**config.mk**
```make
export PLATFORM = sky130hd
export DESIGN_NAME = paddle_controller
export DESIGN_NICKNAME = d
export VERILOG_FILES = /design/src/rtl/paddle_controller.sv
export SDC_FILE = /design/constraint.sdc
export NUM_CORES = 1
export LEC_CHECK = 0
export CORE_UTILIZATION = 41
export DETAILED_ROUTE_END_ITERATION = 7
export GPL_ROUTABILITY_DRIVEN = 0
export HOLD_SLACK_MARGIN = 0.1
export PLACE_DENSITY = 0.65
export SYNTH_ARGS = -nofsm -noshare
export SYNTH_HDL_FRONTEND = slang
export SYNTH_SLANG_ARGS = --single-unit
```
**constraint.sdc**
```tcl
create_clock -name clk -period 2.55 [get_ports clk]
set_input_delay 0.51 -clock clk [delete_from_list [all_inputs] [get_ports clk]]
set_output_delay 0.51 -clock clk [all_outputs]
set_load 0.005 [all_outputs]
```
**src/rtl/paddle_controller.sv**
```systemverilog
// Paddle position controller: synchronises the player buttons, ramps the
// paddle speed while a button is held, and steps the registered left-edge
// position once per frame during vertical blank, clamped to the playfield.
module paddle_controller #(
  parameter int PADDLE_WIDTH = 48,
  parameter int SCREEN_WIDTH = 640,
  parameter int X_INIT       = 296,
  parameter int MAX_SPEED    = 6,
  parameter int ACCEL_FRAMES = 4
) (
  input  logic       clk,
  input  logic       rst,
  input  logic       btn_left,
  input  logic       btn_right,
  input  logic       frame_tick,
  input  logic       freeze,
  output logic [9:0] x,
  output logic [1:0] dir,
  output logic [2:0] speed
);

  localparam int          XMAX       = SCREEN_WIDTH - PADDLE_WIDTH;
  localparam logic [9:0]  XMAX10     = 10'(XMAX);
  localparam logic [10:0] XMAX11     = 11'(XMAX);
  localparam logic [9:0]  XINIT10    = 10'(X_INIT);
  localparam logic [2:0]  MAXSPD     = 3'(MAX_SPEED);
  localparam int          ACW        = (ACCEL_FRAMES > 1) ? $clog2(ACCEL_FRAMES) : 1;
  localparam logic [ACW-1:0] ACCEL_LAST = ACW'(ACCEL_FRAMES - 1);

  localparam logic [1:0] DIR_STILL = 2'b00;
  localparam logic [1:0] DIR_RIGHT = 2'b01;
  localparam logic [1:0] DIR_LEFT  = 2'b10;

  typedef enum logic [1:0] {
    IDLE   = 2'd0,
    SAMPLE = 2'd1,
    STEP   = 2'd2
  } state_t;

  state_t         state_q, state_d;
  logic [1:0]     leftSync_q, rightSync_q;
  logic           freeze_q, freeze_d;
  logic [1:0]     req_q, req_d;
  logic [1:0]     dir_q, dir_d;
  logic [2:0]     speed_q, speed_d;
  logic [ACW-1:0] accelCnt_q, accelCnt_d;
  logic [9:0]     x_q, x_d;
  logic [10:0]    sum;

  // Two-flop synchronisers bring the raw buttons into the clock domain
  always_ff @(posedge clk or posedge rst) begin
    if (rst) begin
      leftSync_q  <= 2'b00;
      rightSync_q <= 2'b00;
    end else begin
      leftSync_q  <= {leftSync_q[0], btn_left};
      rightSync_q <= {rightSync_q[0], btn_right};
    end
  end

  // State and datapath registers
  always_ff @(posedge clk or posedge rst) begin
    if (rst) begin
      state_q    <= IDLE;
      freeze_q   <= 1'b0;
      req_q      <= DIR_STILL;
      dir_q      <= DIR_STILL;
      speed_q    <= 3'd0;
      accelCnt_q <= '0;
      x_q        <= XINIT10;
    end else begin
      state_q    <= state_d;
      freeze_q   <= freeze_d;
      req_q      <= req_d;
      dir_q      <= dir_d;
      speed_q    <= speed_d;
      accelCnt_q <= accelCnt_d;
      x_q        <= x_d;
    end
  end

  // Per-frame sequence: latch request, update direction/speed, then move
  always_comb begin
    state_d    = state_q;
    freeze_d   = freeze_q;
    req_d      = req_q;
    dir_d      = dir_q;
    speed_d    = speed_q;
    accelCnt_d = accelCnt_q;
    x_d        = x_q;
    sum        = {1'b0, x_q} + {8'b0, speed_q};

    case (state_q)
      IDLE: begin
        if (frame_tick) begin
          freeze_d = freeze;
          if (leftSync_q[1] && !rightSync_q[1]) begin
            req_d = DIR_LEFT;
          end else if (rightSync_q[1] && !leftSync_q[1]) begin
            req_d = DIR_RIGHT;
          end else begin
            req_d = DIR_STILL;
          end
          state_d = SAMPLE;
        end
      end

      SAMPLE: begin
        if (freeze_q || (req_q == DIR_STILL)) begin
          dir_d      = DIR_STILL;
          speed_d    = 3'd0;
          accelCnt_d = '0;
        end else if (req_q != dir_q) begin
          dir_d      = req_q;
          speed_d    = 3'd1;
          accelCnt_d = '0;
        end else if (accelCnt_q == ACCEL_LAST) begin
          accelCnt_d = '0;
          if (speed_q < MAXSPD) begin
            speed_d = speed_q + 3'd1;
          end
        end else begin
          accelCnt_d = accelCnt_q + 1'b1;
        end
        state_d = STEP;
      end

      STEP: begin
        if (dir_q == DIR_RIGHT) begin
          x_d = (sum > XMAX11) ? XMAX10 : sum[9:0];
        end else if (dir_q == DIR_LEFT) begin
          x_d = (x_q < {7'b0, speed_q}) ? 10'd0 : (x_q - {7'b0, speed_q});
        end
        state_d = IDLE;
      end

      default: begin
        state_d = IDLE;
      end
    endcase
  end

  assign x     = x_q;
  assign dir   = dir_q;
  assign speed = speed_q;

endmodule
```
; ---- Yosys cells after proc, flatten, opt, wreduce, memory -nomap -nowiden
; Cells that the tools add are included.
[word_totals]
regBits = 26
output_inout_bits = 15
input_bits = 6
elab_cells = 55
[classes]
magnitude_cmp = 3
eq_ne = 7
muxes = 17
n_reduce_logical = 15
n_addsub = 4
[ops]
columns = operator, n
row1 = $mux 10, 4
row2 = $mux 2, 7
row3 = $mux 3, 4
row4 = $add 10x3->11, 1
row5 = $gt 11x10->1 const B, 1
row6 = $lt 10x3->1, 1
row7 = $sub 10x3->10, 1
row8 = $eq 2x2->1 const B, 3
row9 = $reduce_and 2->1, 3
row10 = $reduce_bool 3->1, 2
row11 = $eq 2x1->1 const B, 2
row12 = $logic_not 2->1, 2
row13 = $pmux 2 s2, 1
row14 = $reduce_bool 2->1, 2
row15 = $add 3x1->3 const B, 1
row16 = $lt 3x3->1 const B, 1
row17 = $reduce_and 3->1, 1
row18 = $add 2x1->2 const B, 1
row19 = $logic_and 1x1->1, 2
row20 = $logic_not 1->1, 2
row21 = $ne 2x2->1, 1
row22 = $ne 2x2->1 const B, 1
row23 = $logic_or 1x1->1, 1
row24 = $mux 1, 1

; ---- Logic depth before layout (Yosys ltp)
; Gate-level depths: netlist of run 1.
[logic_depth]
depth_word = 5
mapped_depth = 11
mapped_depth_nobuf = 11

; ---- Least setup slack after synthesis of run 1
; No wires, ideal clock.
[synth_path]
path_type = register to register
from = register speed_q[0] (netlist: speed[0])
to = register x_q[4] (netlist: x[4])
synth_period_minus_slack_ps = 2683
arrival_ps = 2557
stages_incl_launch_ff = 10
setup_ps = 126
path_buffers = 1
required_time_ps = 2424
slack_ps = -133
path_cell_list = dfrtp_1 ha_1 fa_1 nor2b_4 or2_1 buf_6 or4_1 a32oi_2 a21oi_2 a221o_1
[synth_via]
elab_chain_cells = 4
word_cells_on_any_way = 8
cone_classes = add/sub: 2 / order compare: 2 / mux: 4
[synth_lines]
columns = element, line_no
row1 = start: declaration, 45  ; logic [2:0] speed_q, speed_d;
row2 = start signal: assignment, 76  ; speed_q <= speed_d;
row3 = $add 10x3->11 (tied with other cells), 91  ; sum = {1'b0, x_q} + {8'b0, speed_q};
row4 = $gt 11x10->1 / $mux 10 (equally long branches), "130, 132"
row5 = $mux 10 (on tied branches), "130, 131"
row6 = $mux 10 (*), 129  ; if (dir_q == DIR_RIGHT) begin
row7 = end signal: assignment, 70  ; x_q <= XINIT10;
row8 = end signal: assignment, 78  ; x_q <= x_d;
row9 = end: declaration, 47  ; logic [9:0] x_q, x_d;
; Mark *: on every way between the ends. The rest lies on a longest branch, timed or not. The select of a mux whose other input is x is not followed.
; A chain may end at the register's enable or synchronous reset.

; ---- Worst setup path after layout of run 1
[layout_path]
from = register x_q[0] (netlist: x[0])
to = register x_q[4] (netlist: x[4])
[layout_via]
elab_chain_cells = 4
word_cells_on_any_way = 8
cone_classes = add/sub: 2 / order compare: 2 / mux: 4
[layout_lines]
columns = element, line_no
row1 = $add 10x3->11 (tied with other cells), 91
row2 = $gt 11x10->1 / $mux 10 (equally long branches), "130, 132"
row3 = $mux 10 (on tied branches), "130, 131"
row4 = $mux 10 (*), 129
; Marks and branches as above.

==> flow_summary.yaml, run 1 <==
place:
  placed_area_sq_um: 2272
  hpwlAfterDp_um: 3545
  dpl_worst_slack_ns: -0.09299
  numPortBuffers: 20
power_and_ir_drop:
  p_per_area_nw_per_um2: 819.2
  power_uw: 2030
  p_leak_uw: 0.0009941
  vdd_drop_max_uv: 431.7
synthesis:
  synth_seq_cells: 26
  synthSimpleGateAreaFrac: 0.2375
  syn-instance-count: 214
  yosysSeqAreaShare: 0.3441
  synth_mux_area_frac: 0.01118
  synth-adder-area-share: 0.08026
  yosys_most_used_dff: "dfrtp_1"
  avgSynthCellArea_sq_um: 8.887
  synth_area_sq_um: 1902
  synth-edff-count: 0
  yosys.area_share.xor_xnor: 0.02763
  async_reset_ff_frac: 1.000
  synth_top_family_by_area: "simple AND/OR/NAND/NOR gates"
  synth_fp_nets: 231
  synth_cell_types: 57
  synth_compound_area_frac: 0.2197
  ys_warn_count: 0
sta:
  relSlewSlack: 0.4807
  finalCriticalPeriod_ns: 2.547
  fin_worst_skew_ns: 0.006346
  hold_viol_final: 0
  finalCritPeriodShare: 0.9988
  maxSlewViolCount: 0
  tightest_slew_ns: 0.7719
  max_freq_ghz: 0.3926
  fin_ws_ns: 0.003067
  grt_setup_unrepaired: "true"
  setup_viol_count_final: 0
worst_setup_path:
  crit_required_ns: 2.71
  start_kind: "flip-flop"
  cp.arrival_ns: 2.71
  cp-end-kind: "flip-flop"
  worstSetupPathType: "reg -> reg"
  cp_max_fo: 6
layout:
  layout_commonest_cell: "buf_4"
  postLayoutCoreUtil: 0.5615
  postLayoutCellArea_sq_um: 2479
  nNetsFinal: 276
  syn2layout_area_growth_pct: 30.33
  final_cell_mix: "buf_4 (31), nand2_1 (21), dfrtp_1 (21), clkdlybuf4s50_1 (20), o21ai_0 (18)"
  drive_gt1_frac: 0.2674
  antenna_cells: 0
drt:
  met3_length_um: 315
  wl_per_cell_um: 15.73
  firstDrtPassIters: 4
  first_iter_violations: 156
  vias: 1799
  viasPerCell: 5.803
  wl_um: 4877
  topRoutingLayerUsed: "met4"
  postRouteAntennaNets: 0
  drc_errors: 0
  wl_met1_um: 2022
  wl_met2_um: 2442
global_route:
  grt_use_total: 0.1963
  grt_overflow: 0
  antenna_found_initial: 0
  grt_pass1_vias: 1638
  grt_first_pass_wirelength_um: 7707
  grt_max_degree: 27
clocking:
  holdBufCountCts: 0
  cts_tree: "built"
  numCtsBuffers: 3
  clock_path_buffers: 2
  clk_latency_ns: 0.27
  path_clk_slew_ns: 0.09
  cts_max_level: 1
  clock-root-buffer: "clkbuf_8"
  cts_sinks: 26
run_status:
  status: "finished, final reports clean"
die:
  io_pins: 21
  die_y_um: 70.11
  die_w_um: 70.11
  dieArea_sq_um: 4915
  fp-row-count: 24
  start_util: 0.4308
  core_area_sq_um: 4414
job:
  drv_cap: 0
hold_path:
  min_path_type: "reg -> reg"
-- worst max-delay path, stage by stage (launching register included) --
cell and delay [ns]:
dfrtp_1 0.39, ha_2 0.20, fa_2 0.34, nor2b_4 0.14
or2_4 0.27, or4_4 0.44, a32oi_4 0.21, a21oi_4 0.12
a221o_1 0.33
-- area by class of cell --
| type | count | area, sq um |
|---|---|---|
| fill | 384 | 1936 |
| multi-input combinational | 164 | 1196 |
| sequential | 26 | 656.9 |
| timing repair buffer | 52 | 444.2 |
| tap | 52 | 65.06 |
| inverter | 12 | 45.04 |
| clock buffer | 3 | 41.29 |
| clock inverter | 1 | 30.03 |
-- power breakdown --
part	internal (uW)	switching, uW
Clock	210	130
Combinational	526	545
Sequential	509	111
Total	1240	786
-- through the flow --
step                      hold WS (ns)  TNS (ns)  cells
after detailed placement        0.3428   -0.2427    301
after floorplan                 0.3312   -0.1129    214
after global placement          0.3323   -0.1032    301
after CTS                       0.3644  -0.01741    305
final                           0.3596         0    310
after global routing            0.3696   -0.4520    310
-- path summary, 6_finish.rpt --
| check | start | slack, ns | cells past startpoint | to |
|---|---|---|---|---|
| min in group asynchronous | rst | 0.60 | 3 | x[9]$_DFFE_PP0P_ |
| max reg2reg | x[0]$_DFFE_PP0P_ | 0.003 | 8 | x[4]$_DFFE_PP0P_ |
| min | leftSync_q[0]$_DFF_PP0_ | 0.36 | 0 | leftSync_q[1]$_DFF_PP0_ |
| min reg2reg | leftSync_q[0]$_DFF_PP0_ | 0.36 | 0 | leftSync_q[1]$_DFF_PP0_ |
| max | x[0]$_DFFE_PP0P_ | 0.003 | 8 | x[4]$_DFFE_PP0P_ |
| max in group asynchronous | rst | 1.65 | 3 | x[5]$_DFFE_PP1P_ |
-- cells in the mapped netlist (all sizes together) (5+ instances only) --
master	n	area [sq um]
nand2b	5	31.28
dfrtp	23	575.6
nand2	22	85.09
nor2	13	48.80
o21ai	18	90.09
ha	9	112.6
o31ai	6	50.05
nor3	8	40.04
a21oi	13	68.82
nor2b	6	45.04
inv	12	45.04
buf	8	86.32
a32oi	6	60.06
nand3	6	30.03
xnor2	5	43.79
-- cell families after synthesis --
logic type                 count (synthesis)
DFF                                       26
xor gates and xnor gates                   6
buffers and inverters                     24
AOI/OAI and AO/OA                         61
adders and majority gates                 11
and+or+nand+nor                           84
muxes                                      2
-- layer usage --
| metal | global-route usage | vias up |
|---|---|---|
| met3 | 0.02597 | 8 |
| li1 | - | 871 |
| met4 | 0.05333 | 0 |
| met5 | 0 | - |
| met2 | 0.3611 | 70 |
| met1 | 0.2383 | 850 |
-- timing repair --
action	in CTS	in global routing
cloned	0	0
setup endpoints to repair	7	10
pin swaps	1	6
resized for setup	6	13
setup buffers	0	5
-- flip-flops by register name, indices dropped and copies added (netlist names) --
name	flops
state_q	2
speed	3
req_q	2
rightSync_q	2
x	10
dir	2
freeze_q	1
leftSync_q	2
accelCnt_q	2
No activity file was read; power rests on OpenSTA's default activity.
==> run 2: changes to the inputs <==
--- a/config.mk
+++ b/config.mk
@@ -6,6 +6,7 @@
 export NUM_CORES = 1
 export LEC_CHECK = 0
 export CORE_UTILIZATION = 41
+export CTS_BUF_LIST = sky130_fd_sc_hd__clkbuf_4 sky130_fd_sc_hd__clkbuf_8 sky130_fd_sc_hd__clkbuf_16
 export DETAILED_ROUTE_END_ITERATION = 7
 export GPL_ROUTABILITY_DRIVEN = 0
 export HOLD_SLACK_MARGIN = 0.1
==> results of run 2 <==
No change in the layout: final DEF, timing and power equal those of run 1.
==> RTL change 1, RTL diff (settings of run 2) <==
Register the inputs `btn_left`, `btn_right`, `frame_tick` and `freeze` before use, without a reset. The logic sees them one clock later.
--- a/src/rtl/paddle_controller.sv
+++ b/src/rtl/paddle_controller.sv
@@ -37,6 +37,18 @@
     STEP   = 2'd2
   } state_t;
 
+  logic btn_left_q;
+  logic btn_right_q;
+  logic frame_tick_q;
+  logic freeze_r;
+
+  always_ff @(posedge clk) begin
+    btn_left_q   <= btn_left;
+    btn_right_q  <= btn_right;
+    frame_tick_q <= frame_tick;
+    freeze_r     <= freeze;
+  end
+
   state_t         state_q, state_d;
   logic [1:0]     leftSync_q, rightSync_q;
   logic           freeze_q, freeze_d;
@@ -53,8 +65,8 @@
       leftSync_q  <= 2'b00;
       rightSync_q <= 2'b00;
     end else begin
-      leftSync_q  <= {leftSync_q[0], btn_left};
-      rightSync_q <= {rightSync_q[0], btn_right};
+      leftSync_q  <= {leftSync_q[0], btn_left_q};
+      rightSync_q <= {rightSync_q[0], btn_right_q};
     end
   end
 
@@ -92,8 +104,8 @@
 
     case (state_q)
       IDLE: begin
-        if (frame_tick) begin
-          freeze_d = freeze;
+        if (frame_tick_q) begin
+          freeze_d = freeze_r;
           if (leftSync_q[1] && !rightSync_q[1]) begin
             req_d = DIR_LEFT;
           end else if (rightSync_q[1] && !leftSync_q[1]) begin
Formal check against the unedited RTL: not equivalent (Yosys sat finds a counterexample within 10 cycles, from zero or initial values and one cycle with rst high).
==> RTL change 1 against run 2 <==
Sequential power is 25% higher; maximum frequency shrank 0.11%; routed wire length shrank 1.4%; cell area increased by 7.3%; sequential share of layout area is 1.1 points higher; setup slack worse by 2.8 ps; worst hold slack got worse by 31 ps; critical path type unchanged; total power grew 26%; synthesized area rose by 4.2%; sequential cell count is 4 higher; critical path depth stayed put.
==> RTL change 1: results (changes against run 2) <==
first drt pass iteration count 5 (was 4); met1 global-route usage 27.14% (was 23.83%); Post-Syn Nets 235 (was 231); maximum vdd ir drop 0.5431 mV (was 0.4317 mV); leakage power 1.074 nW (was 0.9941 nW); Distinct cells, synth 58 (was 57); htree depth 2 (was 1); Synth area leaders dfrtp_1 29%, ha_1 5.7%, o21ai_0 4.5%, dfxtp_1 4.0%, dfstp_2 4.0% (was dfrtp_1 30%, ha_1 5.9%, o21ai_0 4.7%, dfstp_2 4.1%, nand2_1 4.1%); initial antenna violation count 0 (unchanged); DP Worst Slack -69.34 ps (was -92.99 ps); Seq/Total Area, Yosys 37.06% (was 34.41%); Max clock buf depth 2 (unchanged); Placed Area 2330 um2 (was 2272 um2); Worst-Margin Slew 841.7 ps (was 771.9 ps); Largest register FFs 10 (unchanged); clk_lat worst skew 280 ps; fillcell total 386 (was 384); final wirelength 4.807 mm (was 4.877 mm); Avg Vias per Cell 5.780 (was 5.803); share of post-route cells with drive strength above 1 27.07% (was 26.74%); warnings from Yosys 0 (unchanged); antenna diode count 0 (unchanged); status complete, no violations (unchanged); buffers added on ports 20 (unchanged); skew final 9.888 ps (was 6.346 ps); CTS Buf Count 5 (was 3); vias in the first global route 1667 (was 1638); first-pass GRT wire length 7.872 mm (was 7.707 mm); leading cell types by count after synthesis 23 x dfrtp_1, 21 x nand2_1, 18 x o21ai_0, 13 x nor2_1 (unchanged); Total GRT Usage 19.80% (was 19.63%); Hold Crit Class reg -> reg (unchanged); Final nets 282 (was 276); CTS root buf clkbuf_8 (unchanged); Starting DRT DRC Count 119 (was 156); highest net fanout along the worst path 6 (unchanged); routing usage on met2 30.90% (was 36.11%); Async SR Flop Fraction 86.67% (was 100.0%); DP HPWL 3.343 mm (was 3.545 mm); Worst EP arrival 2720 ps (was 2710 ps); clock transition at the registers of the reported paths 70 ps (was 90 ps); largest net degree at the start of global routing 27 (unchanged); GR Layer Usage met3 4.079% (was 2.597%); Post-synth EDFFs 0 (unchanged)
RTL change 1: worst paths after layout:
| kind | startpoint | endpoint | slack, ps | cells after the start |
|---|---|---|---|---|
| min reg2reg | btn_right_q | rightSync_q[0] | 330 | 0 |
| max in group asynchronous | rst | x[5] | 1680 | 3 |
| max | x[0] | x[4] | 0.2 | 8 |
| min | btn_right_q | rightSync_q[0] | 330 | 0 |
| max reg2reg | x[0] | x[4] | 0.2 | 8 |
| min in group asynchronous | rst | x[9] | 580 | 3 |
RTL change 1: per-stage QoR:
step                      instances  hold WS, ps  util, %  total power, mW
after global placement          302        320.2    51.72            1.783
after CTS                       315        331.7    56.36            2.456
after floorplan                 218        316.3        -            1.389
after detailed placement        302        324.1    51.72            1.784
final                           318        328.9    59.06            2.561
after global routing            318        347.3    59.06            2.715
RTL change 1: layer usage:
layer / vias to the layer above / routed length, um
met4: 0 / 68
li1: 888 / -
met1: 884 / 2183
met2: 60 / 2347
met5: - / 0
met3: 6 / 208
RTL change 1: report_power, final:
group	switching [mW]	internal, mW	total (mW)
Clock	0.184	0.417	0.600
Combinational	0.583	0.599	1.18
Sequential	0.187	0.591	0.778
Total	0.954	1.61	2.56
RTL change 1: worst max-delay path: stages, from the launching register on:
cell and delay [ps]:
dfrtp_1 390, ha_2 200, fa_2 340, nor2b_4 140, or2_4 250, or4_4 420, a32oi_2 260, a21oi_4 120
a221o_1 330
RTL change 1: timing repair:
item	4_1_cts	5_1_grt
setup endpoints to repair	7	10
endpoints found under the hold margin	0	0
pin swaps	12	11
gates resized for setup	8	17
setup buffers	5	3
RTL change 1: cell families after synthesis:
kind of cell	synth area share (%)
buf+inv	7.638
compound gates	21.09
fa+ha+maj	7.702
mux	1.073
xor+xnor	2.651
simple gates	22.79
flops	37.06
RTL change 1: cell type report:
type	count	area (um2)	share of cell area (%)
Inverter	12	45.04	1.693
Timing Repair Buffer	52	444.2	16.70
Sequential cell	30	734.5	27.61
Clock buffer	6	82.58	3.104
Tap cell	52	65.06	2.446
Multi-Input combinational cell	164	1229	46.19
Clock inverter	2	60.06	2.258
==> RTL change 2, RTL diff (flow settings as in run 2) <==
Made on the original files. Set the parameter `ACCEL_FRAMES` to 8 (it was 4).
--- a/src/rtl/paddle_controller.sv
+++ b/src/rtl/paddle_controller.sv
@@ -6,7 +6,7 @@
   parameter int SCREEN_WIDTH = 640,
   parameter int X_INIT       = 296,
   parameter int MAX_SPEED    = 6,
-  parameter int ACCEL_FRAMES = 4
+  parameter int ACCEL_FRAMES = 8
 ) (
   input  logic       clk,
   input  logic       rst,
Check against the original RTL: same outputs for any inputs over 10 cycles, from zero or initial values and one cycle with rst high; that may be too few to reach the edited logic, so the function may still have changed.
==> RTL change 2 against run 2 <==
The run now ends with negative setup slack left; sequential cell count increased by 1; final cell count decreased by 0.65%; critical path depth increased by 1; synthesized area increased by 3.6%; cell area decreased by 2.7%; total power increased by 4.4%; routed wire length decreased by 0.94%; setup slack got worse by 21 ps; first-iteration DRC count decreased by 62%; critical path type unchanged; largest cell class unchanged; largest power group unchanged.
==> RTL change 2: results (changes against run 2) <==
CP max stage cell or4b_1 (was or4_4); Syn Area/Cell 8.998 um2 (was 8.887 um2); Worst EP arrival 2790 ps (was 2710 ps); met2 wire len 2.361 mm (was 2.442 mm); fillcell total 404 (was 384); met1 WL 2.181 mm (was 2.022 mm); routing usage on met2 35.13% (was 36.11%); final hold slack 357.1 ps (was 359.6 ps); clock transition at the registers of the reported paths 110 ps (was 90 ps); share of post-route cells with drive strength above 1 19.53% (was 26.74%); Placed Area 2332 um2 (was 2272 um2); Setup WS post-layout -18.08 ps (was 3.067 ps); Distinct cells, synth 63 (was 57); skew final 7.611 ps (was 6.346 ps); Reg2Reg Depth 9 (was 8); Seq power 0.717 mW (was 0.620 mW); Worst R2R End x[3] (was x[4]); DP HPWL 3.551 mm (was 3.545 mm); GR Layer Usage met3 3.657% (was 2.597%); Avg Vias per Cell 5.799 (was 5.803); Hold Path Origin rightSync_q[0] (was leftSync_q[0]); placed cell count 302 (was 301); final wirelength 4.831 mm (was 4.877 mm); P_sw 0.8926 mW (was 0.7857 mW); highest net fanout along the worst path 4 (was 6); Cell Count, Final, Fillers Out 308 (was 310); clk_lat worst skew 290 ps (was 270 ps); largest net degree at the start of global routing 28 (was 27); setup_tns -18.08 ps (was 0 ps); # resized after CTS 2 (was 6); Final nets 275 (was 276); warnings from Yosys 0 (unchanged); vias in the first global route 1809 (was 1638); CP Launch Point speed[0] (was x[0]); CTS root buf clkbuf_8 (unchanged); Seq/Total Area, Yosys 34.48% (was 34.41%); # Post-CTS Setup Buffers 1 (was 0); Starting DRT DRC Count 60 (was 156); DP Worst Slack -27.65 ps (was -92.99 ps); first-pass GRT wire length 8.500 mm (was 7.707 mm); status complete, but fails checks (was complete, no violations); Synth area leaders dfrtp_1 30%, ha_1 6.3%, o21ai_0 4.8%, nand2_1 4.4%, dfstp_2 4.0% (was dfrtp_1 30%, ha_1 5.9%, o21ai_0 4.7%, dfstp_2 4.1%, nand2_1 4.1%); violations in the final reports negative setup slack; routed wl met3 196 um (was 315 um); reg2reg setup slack -20 ps (was 3 ps); hold path endpoint rightSync_q[1] (was leftSync_q[1]); leakage power 0.9636 nW (was 0.9941 nW); Top delay family on crit path compound AO/OA/AOI/OAI gates (was simple AND/OR/NAND/NOR gates); Post-Syn Nets 237 (was 231); final setup violation count 1 (was 0); maximum vdd ir drop 0.3797 mV (was 0.4317 mV)
-- RTL change 2: cell types whose count changed in the layout (fill, tap and decap cells not counted), sizes merged, moves of 3 or more --
cell,change
a32oi,-6
buf,-9
nor2b,-5
nor3,+3
o21ai,+4
o31ai,-3
-- RTL change 2: cell type report --
class | count | area, um2 | share of cell area, %
Clock inverter | 1 | 8.758 | 0.3631
Tap cell | 52 | 65.06 | 2.697
Multi-Input combinational cell | 170 | 1197 | 49.64
Sequential cell | 27 | 681.9 | 28.27
Clock buffer | 3 | 41.29 | 1.712
Inverter | 12 | 45.04 | 1.867
Timing Repair Buffer | 43 | 372.9 | 15.46
-- RTL change 2: cell families (layout without fill, tap and decap cells) --
kind of cell | count (synthesis) | in the layout | synth area share (%)
compound gates | 65 | 65 | 23.68
flops | 27 | 27 | 34.48
fa+ha+maj | 12 | 12 | 8.381
buf+inv | 22 | 59 | 5.650
simple gates | 83 | 83 | 23.05
mux | 4 | 4 | 2.095
xor+xnor | 6 | 6 | 2.667
